### src/rtl/circle_gen.sv
// Midpoint circle rasteriser: outline or filled disc, clipped to the screen.
// Ports: start/mode/colour/centre/radius in, busy/done out, vga_* pixel stream.
module circle_gen #(
    parameter int SCREEN_W = 160,
    parameter int SCREEN_H = 120,
    parameter int XW = 8,
    parameter int YW = 7,
    parameter int CW = 3
) (
    input  logic          clk,
    input  logic          rst,
    input  logic          start,
    input  logic          mode,
    input  logic [CW-1:0] colour,
    input  logic [XW-1:0] centre_x,
    input  logic [YW-1:0] centre_y,
    input  logic [XW-1:0] radius,
    input  logic          plot_ready,
    output logic          busy,
    output logic          done,
    output logic [XW-1:0] vga_x,
    output logic [YW-1:0] vga_y,
    output logic [CW-1:0] vga_colour,
    output logic          vga_plot
);
    localparam int SW = XW + 2;
    typedef logic signed [SW-1:0] sc_t;
    localparam sc_t X_MAX = sc_t'(SCREEN_W - 1);
    localparam sc_t Y_MAX = sc_t'(SCREEN_H - 1);

    typedef enum logic [2:0] {
        IDLE, LOAD, OUTLINE, SPAN, STEP, DONE
    } state_t;

    state_t        state, state_n;
    logic          mode_r;
    logic [CW-1:0] colour_r;
    sc_t           cx, cy, rad;
    sc_t           offx, offy, d;
    sc_t           sx;
    logic [2:0]    idx;
    logic          span_act;

    logic adv;
    sc_t  cand_x, cand_y;
    logic on_cand;
    sc_t  span_y, half, lo_raw, hi_raw;
    sc_t  span_lo, span_hi, cur_x;
    logic span_ok, span_end;
    sc_t  offy_s, offx_s, d_s;

    always_comb begin
        state_n  = state;
        busy     = 1'b0;
        done     = 1'b0;
        // A registered pixel that is still waiting freezes the datapath.
        adv      = !(vga_plot && !plot_ready);
        cand_x   = cx;
        cand_y   = cy;
        span_y   = cy;
        half     = offx;

        unique case (idx)
            3'd0: begin cand_x = cx + offx; cand_y = cy + offy; end
            3'd1: begin cand_x = cx + offy; cand_y = cy + offx; end
            3'd2: begin cand_x = cx - offy; cand_y = cy + offx; end
            3'd3: begin cand_x = cx - offx; cand_y = cy + offy; end
            3'd4: begin cand_x = cx - offx; cand_y = cy - offy; end
            3'd5: begin cand_x = cx - offy; cand_y = cy - offx; end
            3'd6: begin cand_x = cx + offy; cand_y = cy - offx; end
            3'd7: begin cand_x = cx + offx; cand_y = cy - offy; end
        endcase

        unique case (idx[1:0])
            2'd0: begin span_y = cy + offy; half = offx; end
            2'd1: begin span_y = cy - offy; half = offx; end
            2'd2: begin span_y = cy + offx; half = offy; end
            2'd3: begin span_y = cy - offx; half = offy; end
        endcase

        on_cand = !cand_x[SW-1] && (cand_x <= X_MAX) &&
                  !cand_y[SW-1] && (cand_y <= Y_MAX);

        lo_raw   = cx - half;
        hi_raw   = cx + half;
        span_lo  = lo_raw[SW-1] ? sc_t'(0) : lo_raw;
        span_hi  = (hi_raw > X_MAX) ? X_MAX : hi_raw;
        cur_x    = span_act ? sx : span_lo;
        span_ok  = !span_y[SW-1] && (span_y <= Y_MAX) &&
                   (span_lo <= span_hi);
        span_end = !span_ok || (cur_x >= span_hi);

        offy_s = offy + sc_t'(1);
        if (d[SW-1] || d == sc_t'(0)) begin
            offx_s = offx;
            d_s    = d + offy_s + offy_s + sc_t'(1);
        end else begin
            offx_s = offx - sc_t'(1);
            d_s    = d + ((offy_s - offx_s) <<< 1) + sc_t'(1);
        end

        unique case (state)
            IDLE: if (start) state_n = LOAD;
            LOAD: begin
                busy    = 1'b1;
                state_n = mode_r ? SPAN : OUTLINE;
            end
            OUTLINE: begin
                busy = 1'b1;
                if (adv && idx == 3'd7) state_n = STEP;
            end
            SPAN: begin
                busy = 1'b1;
                if (adv && span_end && idx[1:0] == 2'd3)
                    state_n = STEP;
            end
            STEP: begin
                busy = 1'b1;
                if (adv) begin
                    if (offy_s <= offx_s)
                        state_n = mode_r ? SPAN : OUTLINE;
                    else
                        state_n = DONE;
                end
            end
            DONE: begin
                done = 1'b1;
                if (!start) state_n = IDLE;
            end
            default: state_n = IDLE;
        endcase
    end

    always_ff @(posedge clk) begin
        if (rst) begin
            state      <= IDLE;
            mode_r     <= 1'b0;
            colour_r   <= '0;
            cx         <= '0;
            cy         <= '0;
            rad        <= '0;
            offx       <= '0;
            offy       <= '0;
            d          <= '0;
            sx         <= '0;
            idx        <= '0;
            span_act   <= 1'b0;
            vga_x      <= '0;
            vga_y      <= '0;
            vga_colour <= '0;
            vga_plot   <= 1'b0;
        end else begin
            state <= state_n;
            unique case (state)
                IDLE: if (start) begin
                    mode_r   <= mode;
                    colour_r <= colour;
                    cx       <= sc_t'({2'b00, centre_x});
                    cy       <= sc_t'({{(SW-YW){1'b0}}, centre_y});
                    rad      <= sc_t'({2'b00, radius});
                end
                LOAD: begin
                    offx     <= rad;
                    offy     <= '0;
                    d        <= sc_t'(1) - rad;
                    idx      <= '0;
                    span_act <= 1'b0;
                end
                OUTLINE: if (adv) begin
                    vga_x      <= cand_x[XW-1:0];
                    vga_y      <= cand_y[YW-1:0];
                    vga_colour <= colour_r;
                    vga_plot   <= on_cand;
                    idx        <= idx + 3'd1;
                end
                SPAN: if (adv) begin
                    vga_x      <= cur_x[XW-1:0];
                    vga_y      <= span_y[YW-1:0];
                    vga_colour <= colour_r;
                    vga_plot   <= span_ok;
                    if (span_end) begin
                        span_act <= 1'b0;
                        idx      <= idx + 3'd1;
                    end else begin
                        span_act <= 1'b1;
                        sx       <= cur_x + sc_t'(1);
                    end
                end
                STEP: if (adv) begin
                    vga_plot <= 1'b0;
                    offx     <= offx_s;
                    offy     <= offy_s;
                    d        <= d_s;
                    idx      <= '0;
                    span_act <= 1'b0;
                end
                default: ;
            endcase
        end
    end
endmodule
### config.mk
export PLATFORM = sky130hd
export DESIGN_NAME = circle_gen
export DESIGN_NICKNAME = d
export VERILOG_FILES = /design/src/rtl/circle_gen.sv
export SDC_FILE = /design/constraint.sdc
export NUM_CORES = 1
export LEC_CHECK = 0
export ABC_CLOCK_PERIOD_IN_PS = 7360
export CORE_ASPECT_RATIO = 0.9
export CORE_MARGIN = 4
export CORE_UTILIZATION = 25
export DETAILED_ROUTE_END_ITERATION = 10
export GPL_TIMING_DRIVEN = 0
export PLACE_DENSITY_LB_ADDON = 0.05
export REMOVE_ABC_BUFFERS = 1
export SETUP_SLACK_MARGIN = 0.1
export SLEW_MARGIN = 20
export SYNTH_ARGS = -nofsm -noshare
export SYNTH_HDL_FRONTEND = slang
export SYNTH_SLANG_ARGS = --single-unit
### constraint.sdc
create_clock -name clk -period 7.36 [get_ports clk]
set_clock_uncertainty 0.05 [all_clocks]
set_input_delay 1.104 -clock clk [delete_from_list [all_inputs] [get_ports clk]]
set_output_delay 1.104 -clock clk [all_outputs]
set_load 0.05 [all_outputs]
==> out/qor.txt <==
Status = finished clean
DP HPWL = 32,400 µm
Via density = 5.21
Initial core utilization = 0.254
Number of setup buffers added after CTS = 0
Synth cell types = 93
Total Routed Length = 41,400 µm
Slew Viols, Final = 0
Cell Area, Synth = 10,700 µm²
Hold slack = 0.404 ns
Filler cells = 4,634
DRT iter0 DRCs = 636
Compound-Gate Fraction of Synth Area = 0.279
Global routing's busiest layer = met2
Detailed Routing Iterations Pass 1 = 5
# diodes = 0
Nets = 1,581
H-tree depth = 3
Internal power = 2420 µW
CTS tree = yes
Die ar. = 46,000 µm²
Clock sink total = 93
Cell taking the most area after synthesis = dfxtp_1
Global-route wire length before repair = 64,100 µm
LEAKAGE = 0.00456 µW
Final Non-Filler Cells = 1,972
Final setup TNS = 0 ns
RSZ-0062 raised after global routing = false
Sequential area share after synthesis = 0.175
Net Sw Frac = 0.551
Maxcap violations = 0
Mean Syn Cell Area = 7.46 µm²
DR vias = 10,300
Setup-failing EPs final = 0
GR Layer Usage met2 = 0.287
Crit-path cells = inv_1, ha_2, nor2_4, nand2_1, o21ai_1, ha_1, o21ba_1, or4_4, a2111oi_4, o21a_2, or2_2, nor2_1, ha_1, o21a_1, o21a_1, o21ai_0, a21oi_1, o31ai_1, nand3_1, nor4_2, nand2b_1, mux2_2
Initial antenna violation count = 0
WP data required = 7.59 ns
Die width = 226 µm
Actual slew at the worst max-slew pin = 1.12 ns
PortBufs = 51
Rel. slew slack = 0.249
Final Hold Vio Count = 0
Fmax = 0.147 GHz
DRC = 0
Final min period = 6.80 ns
GR Overflow Total = 0
Hold Path Class = flop to flop
Vias in the first global route = 10,300
Post-Synthesis Cells = 1,428
CTS Hold Bufs = 0
Antenna-violating nets left = 0
Critical path fanouts, max = 17
Critical Path AT = 7.03 ns
Total core area = 41,900 µm²
Largest family of logic cells by synthesized area = compound AO/OA/AOI/OAI gates
Register bit total from synthesis = 93
Tcrit/Tclk final = 0.924
Worst VDD drop = 0.000158 V
Gr usage total = 0.181
Yosys warns = 0
Commonest cells post-synth = 177 x nand2_1, 141 x nor2_1, 124 x a21oi_1, 120 x ha_1, 93 x dfxtp_1
Post-Synth XOR/XNOR Area = 0.0756
PnR Total Power = 5390 µW
Endpoint class of the critical path = flop
Layout cells sized above 1 = 0.0554
Post-synth top area share = 0.175
GP Congestion = 0.830
Share of power burned in registers = 0.146
# rows = 71
Root Driver = clkbuf_16
Layout area overhead = 12.3%
Met1 Usage GRT = 0.256
Final core area utilization = 0.285
Crit path buf inv count = 1
Clock Pin Slew Worst Setup and Hold Paths = 0.08 ns
WS Path Type = flop to flop
Post-synth EDFFs = 0
Synth Area in Adders = 0.160
TritonCTS Buffers = 9
Asr flop ratio synth = 0
Prevailing post-synth register cell = dfxtp_1
Cells after DPL = 1,956
Routed length per instance = 21.0 µm
Slowest-stage cell, CP = nor4_2
Synth Area in Simple Gates = 0.229
Top area cells in the synthesized netlist = dfxtp_1 17%, ha_1 14%, nand2_1 6.2%
Multiplexer area fraction after synthesis = 0.0215
Clock power frac = 0.102
CP max stage delay = 0.54 ns
Die H = 204 µm
Combinational Power Share = 0.753
Ports = 52
Largest net degree at the start of global routing = 44
Met3 Use GR = 0.0340
Kind of start point of the critical path = flop
Critical path's top delay family = simple AND/OR/NAND/NOR gates
Most frequent cell after synthesis = nand2_1
Net Sw Power = 2970 µW
Clk_lat worst skew = 0.40 ns
Max Buffers Root-to-Sink = 2
Power Density = 450 nW/µm²
[metrics by stage]
stage	setup WS [ns]	instance area (µm²)
2_1_floorplan	1.35	10300
6_report	0.560	12000
3_5_place_dp	-0.280	11600
5_1_grt	0.109	12000
3_3_place_gp	-0.866	11500
4_1_cts	0.182	11900
[cell type report]
| type | instances | area (µm²) | share of cell area |
|---|---|---|---|
| repair buffers | 60 | 643 | 0.0537 |
| clock buffers | 9 | 225 | 0.0188 |
| well taps | 547 | 684 | 0.0572 |
| clock inverters | 7 | 91.3 | 0.00763 |
| flip-flops and latches | 93 | 1860 | 0.156 |
| multi-input cells | 1188 | 8200 | 0.686 |
| inverters | 68 | 255 | 0.0213 |
[layout by cell type (no fill, tap or decap), types with 31 or more instances in the layout]
master / instances
dfxtp_1: 93
clkdlybuf4s50_1: 50
inv_1: 66
nand2_1: 177
a211oi_1: 31
nor3_1: 44
nor2_1: 140
ha_1: 119
xnor2_1: 68
a21oi_1: 123
o21ai_0: 67
[sequential cells by signal, summed over array words and instances (netlist names)]
signal      flops
colour_r        3
vga_x           8
idx             3
sx             10
vga_y           7
offx           10
d              10
cx              8
rad             8
mode_r          1
span_act        1
vga_plot        1
vga_colour      3
cy              7
state           3
offy           10
[power by group through the flow]
stage / clock, µW / sequential [µW] / combinational, µW
2_1_floorplan: 0 / 804 / 2780
6_report: 547 / 786 / 4060
3_5_place_dp: 0 / 800 / 4040
4_1_cts: 572 / 789 / 4060
3_3_place_gp: 0 / 798 / 3990
5_1_grt: 585 / 806 / 4510
[worst register-to-register path: stages (launching register included)]
cell	delay [ns]
dfxtp_1	0.44
inv_1	0.12
ha_2	0.35
nor2_4	0.38
nand2_1	0.09
o21ai_1	0.33
ha_1	0.36
o21ba_1	0.22
or4_4	0.47
a2111oi_4	0.44
o21a_2	0.44
or2_2	0.32
nor2_1	0.08
ha_1	0.32
o21a_1	0.17
o21a_1	0.16
o21ai_0	0.14
a21oi_1	0.06
o31ai_1	0.36
nand3_1	0.33
nor4_2	0.54
nand2b_1	0.20
mux2_2	0.33
[per-layer routing]
metal	vias to the layer above	share of wire	routed length (µm)
li1	5121	-	-
met2	174	0.44	18300
met3	37	0.036	1500
met4	0	0.019	800
met1	4950	0.50	20800
met5	-	0	0
[logic make-up after synthesis]
group	count (synthesis)
AO/OA/AOI/OAI	430
XOR/XNOR	92
adder cells (fa/ha/maj)	130
buffers and inverters	147
flip-flops	93
multiplexers	22
AND/OR/NAND/NOR	514
[what timing repair did]
item,4_1_cts,5_1_grt
setup endpoints to repair,14,6
cloned,0,0
gates resized for setup,3,3
[final timing paths]
kind | startpoint | to | depth (start not counted) | slack [ns]
setup / recovery | idx[0]$_SDFFE_PP0P_ | state[1]$_SDFFE_PP0P_ | 22 | 0.56
hold / removal | vga_y[6]$_SDFFE_PP0P_ | vga_y[6]$_SDFFE_PP0P_ | 2 | 0.40
setup reg to reg | idx[0]$_SDFFE_PP0P_ | state[1]$_SDFFE_PP0P_ | 22 | 0.56
hold reg to reg | vga_y[6]$_SDFFE_PP0P_ | vga_y[6]$_SDFFE_PP0P_ | 2 | 0.40
No activity file was read; power rests on OpenSTA's default activity.
